<file path="src/rtl/bsg_mem_sched_pkg.sv">
// Shared definitions for the single-port bit-masked RAM scheduler.
//
// Contents:
//   state_e              scheduler mode: CLEAR (zeroing sweep) or RUN (serving clients)
//   safe_clog2()         address width helper; an array of one entry still gets a 1-bit address
//   BSG_MEM_SCHED_REQ_S  macro that declares a packed client request struct for a given
//                        data width and address width (w, addr, data, mask)

`ifndef BSG_MEM_SCHED_PKG_SVH
`define BSG_MEM_SCHED_PKG_SVH

// Declares a packed request struct. The struct is declared inside the module that
// uses it, because its field widths follow that module's parameters.
`define BSG_MEM_SCHED_REQ_S(name, width, aw) \
  typedef struct packed { \
    logic              w; \
    logic [(aw)-1:0]   addr; \
    logic [(width)-1:0] data; \
    logic [(width)-1:0] mask; \
  } name

`endif

package bsg_mem_sched_pkg;

  typedef enum logic {
    CLEAR = 1'b0,
    RUN   = 1'b1
  } state_e;

  // $clog2(1) is 0, which would give a zero-width address bus, so the minimum is 1.
  function automatic int safe_clog2(input int n);
    return (n <= 1) ? 1 : $clog2(n);
  endfunction

endpackage

</file>
<file path="src/rtl/bsg_mem_sched_rr2.sv">
// Two-way round-robin grant.
//
// Ports:
//   clk_i      clock
//   reset_n_i  synchronous active-low reset; rr_last returns to 1 so client 0 wins first
//   v_i[1:0]   request valids
//   yumi_i     a grant was actually taken this cycle; advances the round-robin pointer
//   grant_o    one-hot (or zero) grant, purely combinational from v_i and rr_last

module bsg_mem_sched_rr2 (
  input  logic       clk_i,
  input  logic       reset_n_i,
  input  logic [1:0] v_i,
  input  logic       yumi_i,
  output logic [1:0] grant_o
);

  logic rr_last;

  // A lone requester always wins. When both request, the one that did not win most
  // recently is chosen, so two busy clients strictly alternate.
  always_comb begin
    grant_o = 2'b00;
    case (v_i)
      2'b01:   grant_o = 2'b01;
      2'b10:   grant_o = 2'b10;
      2'b11:   grant_o = rr_last ? 2'b01 : 2'b10;
      default: grant_o = 2'b00;
    endcase
  end

  // The pointer moves only when a grant is consumed; idle cycles and cycles where the
  // parent suppresses the grant leave the priority order untouched.
  always_ff @(posedge clk_i) begin
    if (!reset_n_i) begin
      rr_last <= 1'b1;
    end else if (yumi_i) begin
      rr_last <= grant_o[1];
    end
  end

endmodule

</file>
<file path="src/rtl/bsg_mem_1rw_sync_mask_write_bit_sched.sv">
// Shares one single-port synchronous bit-masked RAM between two clients.
//
// After reset the whole array is optionally zeroed (one address per cycle), then the two
// clients are served with round-robin arbitration. Read data from the RAM arrives one cycle
// after the grant and is steered back to the client that issued the read as a one-cycle pulse.
//
// Ports:
//   clk_i, reset_n_i   clock, synchronous active-low reset
//   v_i, w_i           per-client request valid and write(1)/read(0)
//   addr_i, data_i     per-client address and write data
//   w_mask_i           per-client bit write mask (1 = write this bit)
//   ready_o            per-client grant; request accepted when v_i & ready_o
//   r_v_o, r_data_o    read return pulse per client, shared read data
//   init_done_o        high once the clear sweep is over
//   mem_*_o            RAM request pins (v, w, addr, data, mask)
//   mem_data_i         RAM registered read data

module bsg_mem_1rw_sync_mask_write_bit_sched
  import bsg_mem_sched_pkg::*;
#(
  parameter int width_p          = 8,
  parameter int els_p            = 16,
  parameter bit clear_on_reset_p = 1'b1,
  parameter int addr_width_lp    = safe_clog2(els_p)
) (
  input  logic                          clk_i,
  input  logic                          reset_n_i,
  input  logic [1:0]                    v_i,
  input  logic [1:0]                    w_i,
  input  logic [1:0][addr_width_lp-1:0] addr_i,
  input  logic [1:0][width_p-1:0]       data_i,
  input  logic [1:0][width_p-1:0]       w_mask_i,
  output logic [1:0]                    ready_o,
  output logic [1:0]                    r_v_o,
  output logic [width_p-1:0]            r_data_o,
  output logic                          init_done_o,
  output logic                          mem_v_o,
  output logic                          mem_w_o,
  output logic [addr_width_lp-1:0]      mem_addr_o,
  output logic [width_p-1:0]            mem_data_o,
  output logic [width_p-1:0]            mem_w_mask_o,
  input  logic [width_p-1:0]            mem_data_i
);

  `BSG_MEM_SCHED_REQ_S(req_s, width_p, addr_width_lp);

  req_s [1:0]               req;
  req_s                     sel_req;
  state_e                   state;
  logic [addr_width_lp-1:0] clear_addr;
  logic                     rd_pending;
  logic                     rd_owner;
  logic [1:0]               grant_raw;
  logic                     granted;
  logic                     gnt_idx;
  logic                     run_en;

  // Bundle each client's request fields so the winner can be selected as one unit.
  always_comb begin
    req = '0;
    for (int k = 0; k < 2; k++) begin
      req[k].w    = w_i[k];
      req[k].addr = addr_i[k];
      req[k].data = data_i[k];
      req[k].mask = w_mask_i[k];
    end
  end

  bsg_mem_sched_rr2 rr2 (
    .clk_i     (clk_i),
    .reset_n_i (reset_n_i),
    .v_i       (v_i),
    .yumi_i    (granted),
    .grant_o   (grant_raw)
  );

  // Grants are only exposed in RUN and outside reset; the arbiter itself is unaware of
  // the sweep, so its raw grant is masked here.
  assign run_en  = reset_n_i && (state == RUN);
  assign ready_o = run_en ? grant_raw : 2'b00;
  assign granted = |ready_o;
  assign gnt_idx = ready_o[1];
  assign sel_req = req[gnt_idx];

  // RAM pins: the sweep owns the RAM in CLEAR, the granted client owns it in RUN.
  // Everything is quiet while reset is held, even though reset is synchronous.
  always_comb begin
    mem_v_o      = 1'b0;
    mem_w_o      = 1'b0;
    mem_addr_o   = '0;
    mem_data_o   = '0;
    mem_w_mask_o = '0;
    if (reset_n_i) begin
      if (state == CLEAR) begin
        mem_v_o      = 1'b1;
        mem_w_o      = 1'b1;
        mem_addr_o   = clear_addr;
        mem_w_mask_o = '1;
      end else if (granted) begin
        mem_v_o      = 1'b1;
        mem_w_o      = sel_req.w;
        mem_addr_o   = sel_req.addr;
        mem_data_o   = sel_req.data;
        mem_w_mask_o = sel_req.mask;
      end
    end
  end

  // The RAM output is registered, so a read granted in one cycle is returned in the next.
  // The pulse is masked during reset so an in-flight return is dropped immediately.
  assign r_v_o       = (reset_n_i && rd_pending) ? {rd_owner, ~rd_owner} : 2'b00;
  assign r_data_o    = mem_data_i;
  assign init_done_o = (state == RUN);

  // Mode control and read tracking. The sweep writes one address per cycle and hands over
  // to RUN right after the last address is written. rd_pending records that the RAM is
  // returning data this coming cycle, and rd_owner says which client it belongs to.
  always_ff @(posedge clk_i) begin
    if (!reset_n_i) begin
      state      <= clear_on_reset_p ? CLEAR : RUN;
      clear_addr <= '0;
      rd_pending <= 1'b0;
      rd_owner   <= 1'b0;
    end else begin
      case (state)
        CLEAR: begin
          rd_pending <= 1'b0;
          clear_addr <= clear_addr + 1'b1;
          if (clear_addr == addr_width_lp'(els_p - 1)) begin
            state <= RUN;
          end
        end
        RUN: begin
          rd_pending <= granted && !sel_req.w;
          if (granted) begin
            rd_owner <= gnt_idx;
          end
        end
        default: state <= RUN;
      endcase
    end
  end

endmodule

</file>
<file path="config.mk">
export PLATFORM = sky130hd
export DESIGN_NAME = bsg_mem_1rw_sync_mask_write_bit_sched
export DESIGN_NICKNAME = d
export VERILOG_FILES = /design/src/rtl/bsg_mem_sched_pkg.sv /design/src/rtl/bsg_mem_sched_rr2.sv /design/src/rtl/bsg_mem_1rw_sync_mask_write_bit_sched.sv
export SDC_FILE = /design/constraint.sdc
export NUM_CORES = 1
export LEC_CHECK = 0
export ABC_AREA = 1
export ABC_CLOCK_PERIOD_IN_PS = 1500
export CORE_ASPECT_RATIO = 1.2
export CORE_MARGIN = 2
export CORE_UTILIZATION = 27
export DETAILED_ROUTE_END_ITERATION = 12
export PLACE_DENSITY = 0.77
export SYNTH_ARGS = -nofsm -noshare
export SYNTH_HDL_FRONTEND = slang
export SYNTH_HIERARCHICAL = 1
export SYNTH_SLANG_ARGS = --single-unit
</file>
<file path="constraint.sdc">
create_clock -name clk_i -period 1.5 [get_ports clk_i]
set_clock_uncertainty 0.05 [all_clocks]
set_input_delay 0.3 -clock clk_i [delete_from_list [all_inputs] [get_ports clk_i]]
set_output_delay 0.3 -clock clk_i [all_outputs]
set_load 0.005 [all_outputs]
</file>
==> metrics.md <==
| Metric | Value |
|---|---|
| Initial antenna violation count | `0` |
| Max-slew violation count | `0` |
| Hold buffers post-CTS | `0` |
| Register area share after synthesis | `17.5%` |
| Setup_tns | `-8390 ps` |
| Worst r2r path cells | `10` |
| Drt pass-1 iters | `4` |
| R2R Setup Slk | `0 ps` |
| Total GRT Usage | `19.7%` |
| Slowest stage delay, CP | `340 ps` |
| Setup CP Type | `flip-flop to primary output` |
| Vias in the first global route | `1,326` |
| Hold Path Class | `primary input to flip-flop` |
| Post-place setup slack | `-933 ps` |
| Post-synth EDFFs | `0` |
| Avg Cell Area, Syn | `5.54 um^2` |
| TritonCTS clock tree | `done` |
| Cells after Synth | `165` |
| Vias per cell | `4.78` |
| Critical Path RT | `1150 ps` |
| Clk_lat worst skew | `230 ps` |
| DR iter-0 viols | `44` |
| Hold path depth | `4` |
| Final Hold Violating Endpoints | `0` |
| Row count | `23` |
| First-pass GRT wire length | `5900 um` |
| Port buffer count | `72` |
| RSZ-0062 raised after global routing | `yes` |
| Critical path arrival | `1650 ps` |
| Synth area leader | `nand2_1` |
| Failing checks | `setup timing` |
| Commonest non-fill, non-tap cells in the layout | `nand2_1, clkdlybuf4s50_1, inv_1` |
| Wire length per cell | `13.8 um` |
| Post-synth ARST share | `0%` |
| CP Capture Type | `primary output` |
| Share of the synthesized area in the top cell type | `21.3%` |
| Achievable frequency | `0.500 GHz` |
| Die ar. | `0.00387 mm^2` |
| Hold Path Origin | `v_i[0]` |
| Cts bufs inserted | `3` |
| Tcrit/Tclk final | `133%` |
| Cell mode on critical path | `nand3_2` |
| CP Cell Sequence | `inv_1, a21boi_2, nand3_2, buf_4, nand2_8, buf_6, nand3_2, a21oi_2, buf_2` |
| WHS | `429 ps` |
| PwrDens | `375 mW/mm^2` |
| Syn Nets | `220` |
| Normalized max-slew margin | `87.2%` |
| Min Tclk post-route | `2000 ps` |
| Gpl congestion | `0.876` |
| Max-cap violation count | `0` |
| Fin worst setup slack | `-500 ps` |
| #FFs+latches synth | `8` |
| Core box area | `0.00328 mm^2` |
| Startpoint types | `flip-flop` |
| Top post-synthesis cells by area | `nand2_1, dfxtp_1, inv_1` |
| Commonest non-fill, non-tap cell in the layout | `nand2_1` |
| Reg-to-Reg End | `rr2/rr_last` |
| Clock buffer depth | `2` |
| Area Overhead vs Synth | `120%` |
| CP max stage cell | `dfxtp_2` |
| Ant diodes | `0` |
| Cell Area, Synth | `915 um^2` |
| Final ANT Viol Nets | `0` |
| H-tree lvl count | `1` |
| Root Buffer | `clkbuf_8` |
| DP HPWL | `2520 um` |
| Run status | `finished, violations left` |
| # nets final | `315` |
| Leak | `0.990 nW` |
| Die Width | `57.1 um` |
| Hold EP | `rr2/rr_last` |
| Worst-case vdd ir drop | `0.424 mV` |
| Num Clock Sinks | `8` |
| Setup-failing EPs final | `23` |
| Least-Margin Pin Slew | `191 ps` |
| Largest fanout on the critical path | `4` |
| DRC | `0` |
| Reg2reg start | `rr2/rr_last` |
| Yosys Warn Count | `6` |
| Grt ovf | `0` |
| Initial Utilization | `27.9%` |
| Largest net degree at the start of global routing | `16` |
| Drt total wl | `4070 um` |
| Share of cells above drive strength 1 | `39.1%` |
| Via count | `1,409` |
| Count of different cell masters after synthesis | `24` |
| Die Y | `67.8 um` |
| Ys flop type | `dfxtp_1` |
| IO Count | `89` |
| CTS clock-pin slew for the worst setup and hold paths | `40 ps` |
what timing repair did:
item                       in CTS  in global routing
cloned                          2                  0
hold endpoints to repair        0                  0
pin swaps                      21                 16
setup buffers                  15                  6
setup endpoints to repair      30                 28
resized for setup             142                 43
through the flow:
| step | cell area, um^2 | utilization [%] | power [mW] | cells |
|---|---|---|---|---|
| final | 2010 | 61.2 | 0.753 | 295 |
| after global routing | 2010 | 61.2 | 0.794 | 295 |
| after CTS | 1930 | 58.9 | 0.746 | 297 |
| after detailed placement | 1720 | 52.6 | 0.477 | 277 |
| after global placement | 1720 | 52.6 | 0.475 | 277 |
| after floorplan | 917 | - | 0.309 | 165 |
routing by layer:
layer  global-route usage [%]  routed length [um]  vias up
met5                        0                   0        -
met4                     9.88                 183        0
met3                     2.30                 234       18
met2                     39.1                2240       58
met1                     20.0                1420      642
li1                         -                   -      691
cell type report:
cell class / count / area [um^2]
inverters: 29 / 126
fillers: 304 / 1270
clock buffers: 3 / 41.3
well taps: 37 / 46.3
multi-input cells: 115 / 709
repair buffers: 103 / 920
flip-flops and latches: 8 / 165
state kept, by name (all words and copies together) (netlist names):
register / cells
clear_addr: 4
init_done_o: 1
rd_owner: 1
rd_pending: 1
rr2/rr_last: 1
synthesized netlist by cell type (2+ instances only):
cell and number:
nand2_1 52, buf_2 2, inv_1 26, o21ai_1 3
nor2_1 15, inv_2 3, nor3_1 2, nand3_1 6
buf_4 10, dfxtp_1 8, o21ai_0 8, nand4_1 3
a21oi_1 16
where the power goes:
part | internal (mW) | total [mW] | switching, mW
combinational | 0.166 | 0.269 | 0.103
clock | 0.174 | 0.260 | 0.0858
sequential | 0.219 | 0.224 | 0.00498
worst max-delay path by stage:
stage / startpoint / end / cells past startpoint
2_1_floorplan: rr2/rr_last / mem_data_o[0] / 6
6_report: rr2/rr_last / mem_addr_o[1] / 9
3_5_place_dp: v_i[1] / mem_w_mask_o[3] / 9
5_1_grt: rr2/rr_last / mem_addr_o[1] / 9
4_1_cts: rr2/rr_last / mem_addr_o[2] / 9
3_3_place_gp: reset_n_i / mem_w_o / 8
critical path, delay by kind of cell (launching register included):
family / cells / cell delay, ps
compound gates: 2 / 320
buf+inv: 4 / 480
flops: 1 / 340
simple gates: 3 / 280
cells by family after synthesis:
| logic type | after synthesis | synth area share, % |
|---|---|---|
| flops | 8 | 17.5 |
| simple gates | 84 | 40.4 |
| buf+inv | 43 | 22.8 |
| fa+ha+maj | 1 | 1.37 |
| compound gates | 29 | 17.9 |
Power figures use the tool's default switching activity.
